$ cat config.mk
export PLATFORM = sky130hd
export DESIGN_NAME = if_fetch_unit
export DESIGN_NICKNAME = d
export VERILOG_FILES = /design/src/rtl/if_fetch_unit.sv
export SDC_FILE = /design/constraint.sdc
export NUM_CORES = 1
export LEC_CHECK = 0
export ABC_CLOCK_PERIOD_IN_PS = 1600
export CAP_MARGIN = 20
export CORE_ASPECT_RATIO = 1.4
export CORE_MARGIN = 1.5
export CORE_UTILIZATION = 39
export CTS_BUF_LIST = sky130_fd_sc_hd__clkbuf_8
export DETAILED_ROUTE_END_ITERATION = 12
export PLACE_DENSITY = 0.74
export SETUP_SLACK_MARGIN = 0.3
export SYNTH_ARGS = -nofsm -noshare
export SYNTH_HDL_FRONTEND = slang
export SYNTH_SLANG_ARGS = --single-unit
$ cat constraint.sdc
create_clock -name clk -period 1.6 [get_ports clk]
set_input_delay 0.32 -clock clk [delete_from_list [all_inputs] [get_ports clk]]
set_output_delay 0.32 -clock clk [all_outputs]
set_load 0.1 [all_outputs]
$ cat src/rtl/if_fetch_unit.sv
// -----------------------------------------------------------------------------
// if_fetch_unit
// Instruction fetch stage of the RV32 core. Owns the program counter, presents
// it to a combinational instruction ROM, and captures each fetched word and its
// PC into the IF/ID output register. A valid/ready handshake connects it to
// decode. Jumps redirect the PC and flush the output register. A debug halt
// stops fetching. A counter tracks the instructions that decode has accepted.
//
// Ports:
//   clk          core clock, rising edge
//   rst          synchronous active-high reset
//   rom_addr_o   word-aligned fetch address (the current PC)
//   rom_inst_i   ROM word for rom_addr_o, same cycle
//   jump_en_i    redirect request from execute
//   jump_addr_i  redirect target
//   halt_i       level-sensitive debug halt request
//   id_ready_i   decode accepts the output register this cycle
//   if_valid_o   output register holds a live instruction
//   if_inst_o    registered instruction (NOP when not valid)
//   if_pc_o      PC of if_inst_o
//   misalign_o   one-cycle pulse when a jump target was not word aligned
//   halted_o     high while halted
//   fetch_cnt_o  number of instructions accepted by decode
// -----------------------------------------------------------------------------
module if_fetch_unit #(
    parameter logic [31:0] RESET_PC = 32'h0000_0000,
    parameter logic [31:0] INST_NOP = 32'h0000_0013
) (
    input  logic        clk,
    input  logic        rst,
    output logic [31:0] rom_addr_o,
    input  logic [31:0] rom_inst_i,
    input  logic        jump_en_i,
    input  logic [31:0] jump_addr_i,
    input  logic        halt_i,
    input  logic        id_ready_i,
    output logic        if_valid_o,
    output logic [31:0] if_inst_o,
    output logic [31:0] if_pc_o,
    output logic        misalign_o,
    output logic        halted_o,
    output logic [31:0] fetch_cnt_o
);

    typedef enum logic [1:0] {
        S_BOOT = 2'd0,
        S_RUN  = 2'd1,
        S_HALT = 2'd2
    } state_t;

    state_t      state_q, state_d;
    logic [31:0] pc_q, pc_d;
    logic        valid_q, valid_d;
    logic [31:0] inst_q, inst_d;
    logic [31:0] ipc_q, ipc_d;
    logic        misalign_q, misalign_d;
    logic        halted_q, halted_d;
    logic [31:0] cnt_q, cnt_d;

    logic        free_s;
    logic        take_s;
    logic        fetch_s;

    // Handshake qualifiers shared by the datapath and the counter
    always_comb begin
        free_s  = !valid_q || id_ready_i;
        // A valid&&ready that coincides with a jump is a squash, not a take
        take_s  = valid_q && id_ready_i && !jump_en_i;
        fetch_s = (state_q == S_RUN) && !halt_i && !jump_en_i && free_s;
    end

    // Next-state logic; a jump leaves the state untouched
    always_comb begin
        state_d = state_q;
        if (jump_en_i) begin
            state_d = state_q;
        end else begin
            case (state_q)
                S_BOOT:  state_d = halt_i ? S_HALT : S_RUN;
                S_RUN:   state_d = halt_i ? S_HALT : S_RUN;
                S_HALT:  state_d = halt_i ? S_HALT : S_RUN;
                default: state_d = S_BOOT;
            endcase
        end
        halted_d = (state_d == S_HALT);
    end

    // PC, output register, misalign pulse and counter next values
    always_comb begin
        pc_d       = pc_q;
        valid_d    = valid_q;
        inst_d     = inst_q;
        ipc_d      = ipc_q;
        misalign_d = 1'b0;
        cnt_d      = take_s ? (cnt_q + 32'd1) : cnt_q;
        if (jump_en_i) begin
            // Flush: the output PC is deliberately left as it was
            pc_d       = {jump_addr_i[31:2], 2'b00};
            valid_d    = 1'b0;
            inst_d     = INST_NOP;
            misalign_d = |jump_addr_i[1:0];
        end else if (fetch_s) begin
            inst_d  = rom_inst_i;
            ipc_d   = pc_q;
            valid_d = 1'b1;
            pc_d    = pc_q + 32'd4;
        end else if (take_s) begin
            // Consumed while halting/halted: drain to a bubble
            valid_d = 1'b0;
            inst_d  = INST_NOP;
        end else begin
            // Stall or idle: everything holds
            pc_d = pc_q;
        end
    end

    // State and datapath registers with synchronous reset
    always_ff @(posedge clk) begin
        if (rst) begin
            state_q    <= S_BOOT;
            pc_q       <= RESET_PC;
            valid_q    <= 1'b0;
            inst_q     <= INST_NOP;
            ipc_q      <= RESET_PC;
            misalign_q <= 1'b0;
            halted_q   <= 1'b0;
            cnt_q      <= 32'd0;
        end else begin
            state_q    <= state_d;
            pc_q       <= pc_d;
            valid_q    <= valid_d;
            inst_q     <= inst_d;
            ipc_q      <= ipc_d;
            misalign_q <= misalign_d;
            halted_q   <= halted_d;
            cnt_q      <= cnt_d;
        end
    end

    assign rom_addr_o  = pc_q;
    assign if_valid_o  = valid_q;
    assign if_inst_o   = inst_q;
    assign if_pc_o     = ipc_q;
    assign misalign_o  = misalign_q;
    assign halted_o    = halted_q;
    assign fetch_cnt_o = cnt_q;

endmodule

==> metrics.md, run 1 <==
| Metric | Value |
|---|---|
| Mapped Area | 5650 um^2 |
| Post-synth cell types | 50 |
| Gp weighted congestion | 0.851 |
| TritonCTS buffer count | 17 |
| Cells after synthesis | 701 |
| Post-DP HPWL | 14.0 mm |
| Main flop type after synthesis | dfxtp_1 |
| Synth warn | 0 |
| Die Span X | 105 um |
| Error msg | [ERROR DPL-0038] Utilization greater than 100%, impossible to legalize |
| Syn Area/Cell | 8.06 um^2 |
| Commonest cells in the synthesized netlist | 131 x nand2_1, 129 x dfxtp_1, 77 x a21oi_1 |
| Worst setup endpoint GRT | fetch_cnt_o[31]$_SDFFE_PP0P_/D |
| CTS HTree Levels | 4 |
| Top-Level Pins | 200 |
| Post-synth EDFFs | 0 |
| Initial Utilization | 0.403 |
| Pin count of the biggest net entering global routing | 32 |
| Synth top area share | 0.457 |
| DIE HEIGHT | 145 um |
| Post-synthesis register bit count | 129 |
| Worst EP kind | register input |
| Last stage reached | 5_1_grt |
| Top-count cell post-synth | nand2_1 |
| CTS root buf | clkbuf_8 |
| Rows | 51 |
| Status | stopped before the end |
| Synth area leaders | dfxtp_1 46%, nand2_1 8.7%, a21oi_1 6.8% |
| Port bufs | 195 |
| Clock buffer depth | 2 |
| TritonCTS sink count | 129 |
| Hold-fix buffers at CTS | 0 |
| Area after DPL | 9930 um^2 |
| Leading area contributor after synthesis | dfxtp_1 |
| Register area share after synthesis | 0.457 |
| Synth async-reset ratio | 0 |
| DP Cell Count | 1102 |
[cells by family after synthesis]
| family | Yosys count | synth area share |
|---|---|---|
| simple gates | 330 | 0.288 |
| compound gates | 138 | 0.140 |
| flops | 129 | 0.457 |
| buf+inv | 62 | 0.0483 |
| xor+xnor | 37 | 0.0573 |
| fa+ha+maj | 2 | 0.00443 |
| mux | 2 | 0.00398 |
| other cells | 1 | 0.000663 |
[through the flow]
stage	util	setup TNS [ns]	worst slack, ns
3_3_place_gp	0.707	-36.67	-0.375
4_1_cts	0.905	0	0.00857
2_1_floorplan	-	-2.96	-0.165
3_5_place_dp	0.707	-40.43	-0.409
[repair_timing]
action	CTS
pin swaps	109
setup endpoints to repair	250
buffers inserted	134
cloned	13
resized for setup	276
==> run 2: changes to the inputs <==
==> config.mk (replaced) <==
export PLATFORM = sky130hd
export DESIGN_NAME = if_fetch_unit
export DESIGN_NICKNAME = d
export VERILOG_FILES = /design/src/rtl/if_fetch_unit.sv
export SDC_FILE = /design/constraint.sdc
export NUM_CORES = 1
export LEC_CHECK = 0
export ABC_CLOCK_PERIOD_IN_PS = 2100
export CAP_MARGIN = 20
export CORE_MARGIN = 1.5
export CORE_UTILIZATION = 24
export DETAILED_ROUTE_END_ITERATION = 12
export PLACE_DENSITY_LB_ADDON = 0.15
export SYNTH_ARGS = -nofsm -noshare
export SYNTH_HDL_FRONTEND = slang
export SYNTH_SLANG_ARGS = --single-unit
==> constraint.sdc (replaced) <==
create_clock -name clk -period 2.1 [get_ports clk]
set_input_delay 0.42 -clock clk [delete_from_list [all_inputs] [get_ports clk]]
set_output_delay 0.42 -clock clk [all_outputs]
set_load 0.1 [all_outputs]
==> run 2 against run 1 <==
- the run now ends clean
- synthesized area stayed put
- synthesized cell count stayed put
==> metrics.md, run 2 <==
| Metric | Value |
|---|---|
| Synth top area share | 0.457 |
| Most used cell, CP | a31oi_1 |
| Critical-path maximum fanout | 6 |
| Core ar. | 22800 um^2 |
| Vias | 5678 |
| Max Cap Violations | 0 |
| Fin crit share | 0.875 |
| Setup Skew | 0.00812 ns |
| Worst Setup Start Kind | flip-flop |
| Fmax | 544 MHz |
| Post-DRT Antenna Nets | 0 |
| PD cells | 741 nW/um^2 |
| Required time of the worst setup path | 2.40 ns |
| CTS root buf | clkbuf_16 |
| Cells after synthesis | 701 |
| CP peak stage delay | 0.51 ns |
| Routed vias/inst | 4.60 |
| Share of cells above drive strength 1 | 0.291 |
| Drt pass-1 iters | 4 |
| Critical path cell sequence | ha_1, nand3_1, nor3_1, a31oi_1, o21ai_0, a31oi_1 |
| Hold_ws | 0.358 ns |
| Overflow after GRT | 0 |
| CTS tree | yes |
| Worst hold path type | input port to flip-flop |
| Register area share after synthesis | 0.457 |
| First-pass GRT wire length | 29.6 mm |
| Drt total wl | 18.9 mm |
| Maximum vdd drop | 0.364 mV |
| Gp weighted congestion | 0.722 |
| Crit path buffers/inverters | 0 |
| Drt wl/cell | 15.3 um |
| DR DRC count | 0 |
| Leak | 0.00331 uW |
| Post-synthesis register bit count | 129 |
| Commonest cells in the synthesized netlist | 131 x nand2_1, 129 x dfxtp_1, 77 x a21oi_1 |
| RSZ-0062 raised after global routing | false |
| Clock-pin slew on the worst setup and hold paths | 0.06 ns |
| Fin util | 0.375 |
| Drt initial violations | 292 |
| Worst Path Arrival | 2.13 ns |
| Vias in the first global route | 5385 |
| TritonCTS buffer count | 17 |
| Top-Level Pins | 200 |
| Pins Over Slew Limit | 0 |
| Initial Utilization | 0.247 |
| Crit. End Element | flip-flop |
| Full die area | 24500 um^2 |
| Layout area overhead | 51.5% |
| TritonCTS sink count | 129 |
| Hold-fix buffers at CTS | 0 |
| Leading area contributor after synthesis | dfxtp_1 |
| Post-DP HPWL | 13.3 mm |
| Main flop type after synthesis | dfxtp_1 |
| Commonest non-fill, non-tap cells in the layout | 162 x buf_4, 131 x nand2_1, 82 x dfxtp_1 |
| Initial antenna violation count | 0 |
| Setup tns final | 0 ns |
| Synth warn | 0 |
| Worst Tran Pin Value | 0.644 ns |
| Nets | 979 |
| Kind of critical path | flip-flop to flip-flop |
| DIE HEIGHT | 156 um |
| Final Setup Violations | 0 |
| Post-cts resize count | 0 |
| Rows | 55 |
| Post-synth cell types | 50 |
| Final Hold Fails | 0 |
| Post-CTS Setup Inserts | 0 |
| Commonest non-fill, non-tap cell in the layout | buf_4 |
| Clock buffer depth | 2 |
| Port bufs | 195 |
| Status | completed |
| Clock latency at the later pin of the worst-skew pair | 0.42 ns |
| Mapped Area | 5650 um^2 |
| CTS HTree Levels | 4 |
| Total track usage | 0.156 |
| Slowest-stage cell, CP | nor3_1 |
| Pin count of the biggest net entering global routing | 54 |
| Die Span X | 156 um |
| Tmin final | 1.84 ns |
| Synth area leaders | dfxtp_1 46%, nand2_1 8.7%, a21oi_1 6.8% |
| Post-synth EDFFs | 0 |
| Top-count cell post-synth | nand2_1 |
| Synth async-reset ratio | 0 |
| CP top delay family | simple AND/OR/NAND/NOR gates |
| Slew Limit Headroom | 0.570 |
| Syn Area/Cell | 8.06 um^2 |
==> run 2: kinds of logic (layout without fill, tap and decap cells) <==
logic type,count (synthesis),after routing,share of synthesized area
flip-flops,129,129,0.457
AO/OA/AOI/OAI,138,138,0.140
adder cells (fa/ha/maj),2,2,0.00443
XOR/XNOR,37,37,0.0573
other,1,5,0.000663
buffers and inverters,62,279,0.0483
AND/OR/NAND/NOR,330,330,0.288
multiplexers,2,2,0.00398
==> run 2: through the flow <==
step | area [um^2] | instances | power [uW] | setup slack (ns)
global route | 8560 | 1234 | 6600 | 0.0576
floorplan | 5720 | 704 | 3080 | 0.0116
global placement | 7970 | 1202 | 3400 | -0.0854
detailed placement | 7970 | 1202 | 3400 | -0.114
CTS | 8560 | 1234 | 6430 | 0.261
finish | 8560 | 1235 | 6350 | 0.263
==> run 2: report_power, final <==
group	switching, uW	internal, uW	leakage (uW)
Sequential	56.9	2500	0.00107
Combinational	521	261	0.00196
Clock	1200	1810	0.000281
==> run 2: final cells by class <==
type	count	area (um^2)
Antenna cell	1	2.50
Clock buffer	19	453
Clock inverter	13	136
Fill cell	2411	14300
Inverter	7	26.3
Multi-Input combinational cell	513	2810
Sequential cell	129	2640
Tap cell	313	392
Timing Repair Buffer	240	2100
==> run 2: worst register-to-register path: stages (launching register included) <==
cell	delay, ns
dfxtp_2	0.38
ha_1	0.22
nand3_1	0.19
nor3_1	0.51
a31oi_1	0.14
o21ai_0	0.18
a31oi_1	0.10
==> run 2: metal layers <==
layer	vias up	track usage	wire, um
li1	2862	-	-
met4	0	0.0512	252
met3	20	0.0368	971
met1	2650	0.210	9140
met2	146	0.244	8560
met5	-	0	0
==> run 2: worst paths after layout <==
kind / from / to / slack, ns / cells past startpoint
worst max-delay path: rom_addr_o[3]$_SDFFE_PP0P_ / rom_addr_o[18]$_SDFFE_PP0P_ / 0.26 / 6
worst min-delay path: rst / fetch_cnt_o[4]$_SDFFE_PP0P_ / 0.36 / 2
worst min register to register: if_pc_o[22]$_SDFFE_PP0P_ / if_pc_o[22]$_SDFFE_PP0P_ / 0.45 / 2
worst max register to register: rom_addr_o[3]$_SDFFE_PP0P_ / rom_addr_o[18]$_SDFFE_PP0P_ / 0.26 / 6
Power figures use the tool's default switching activity.
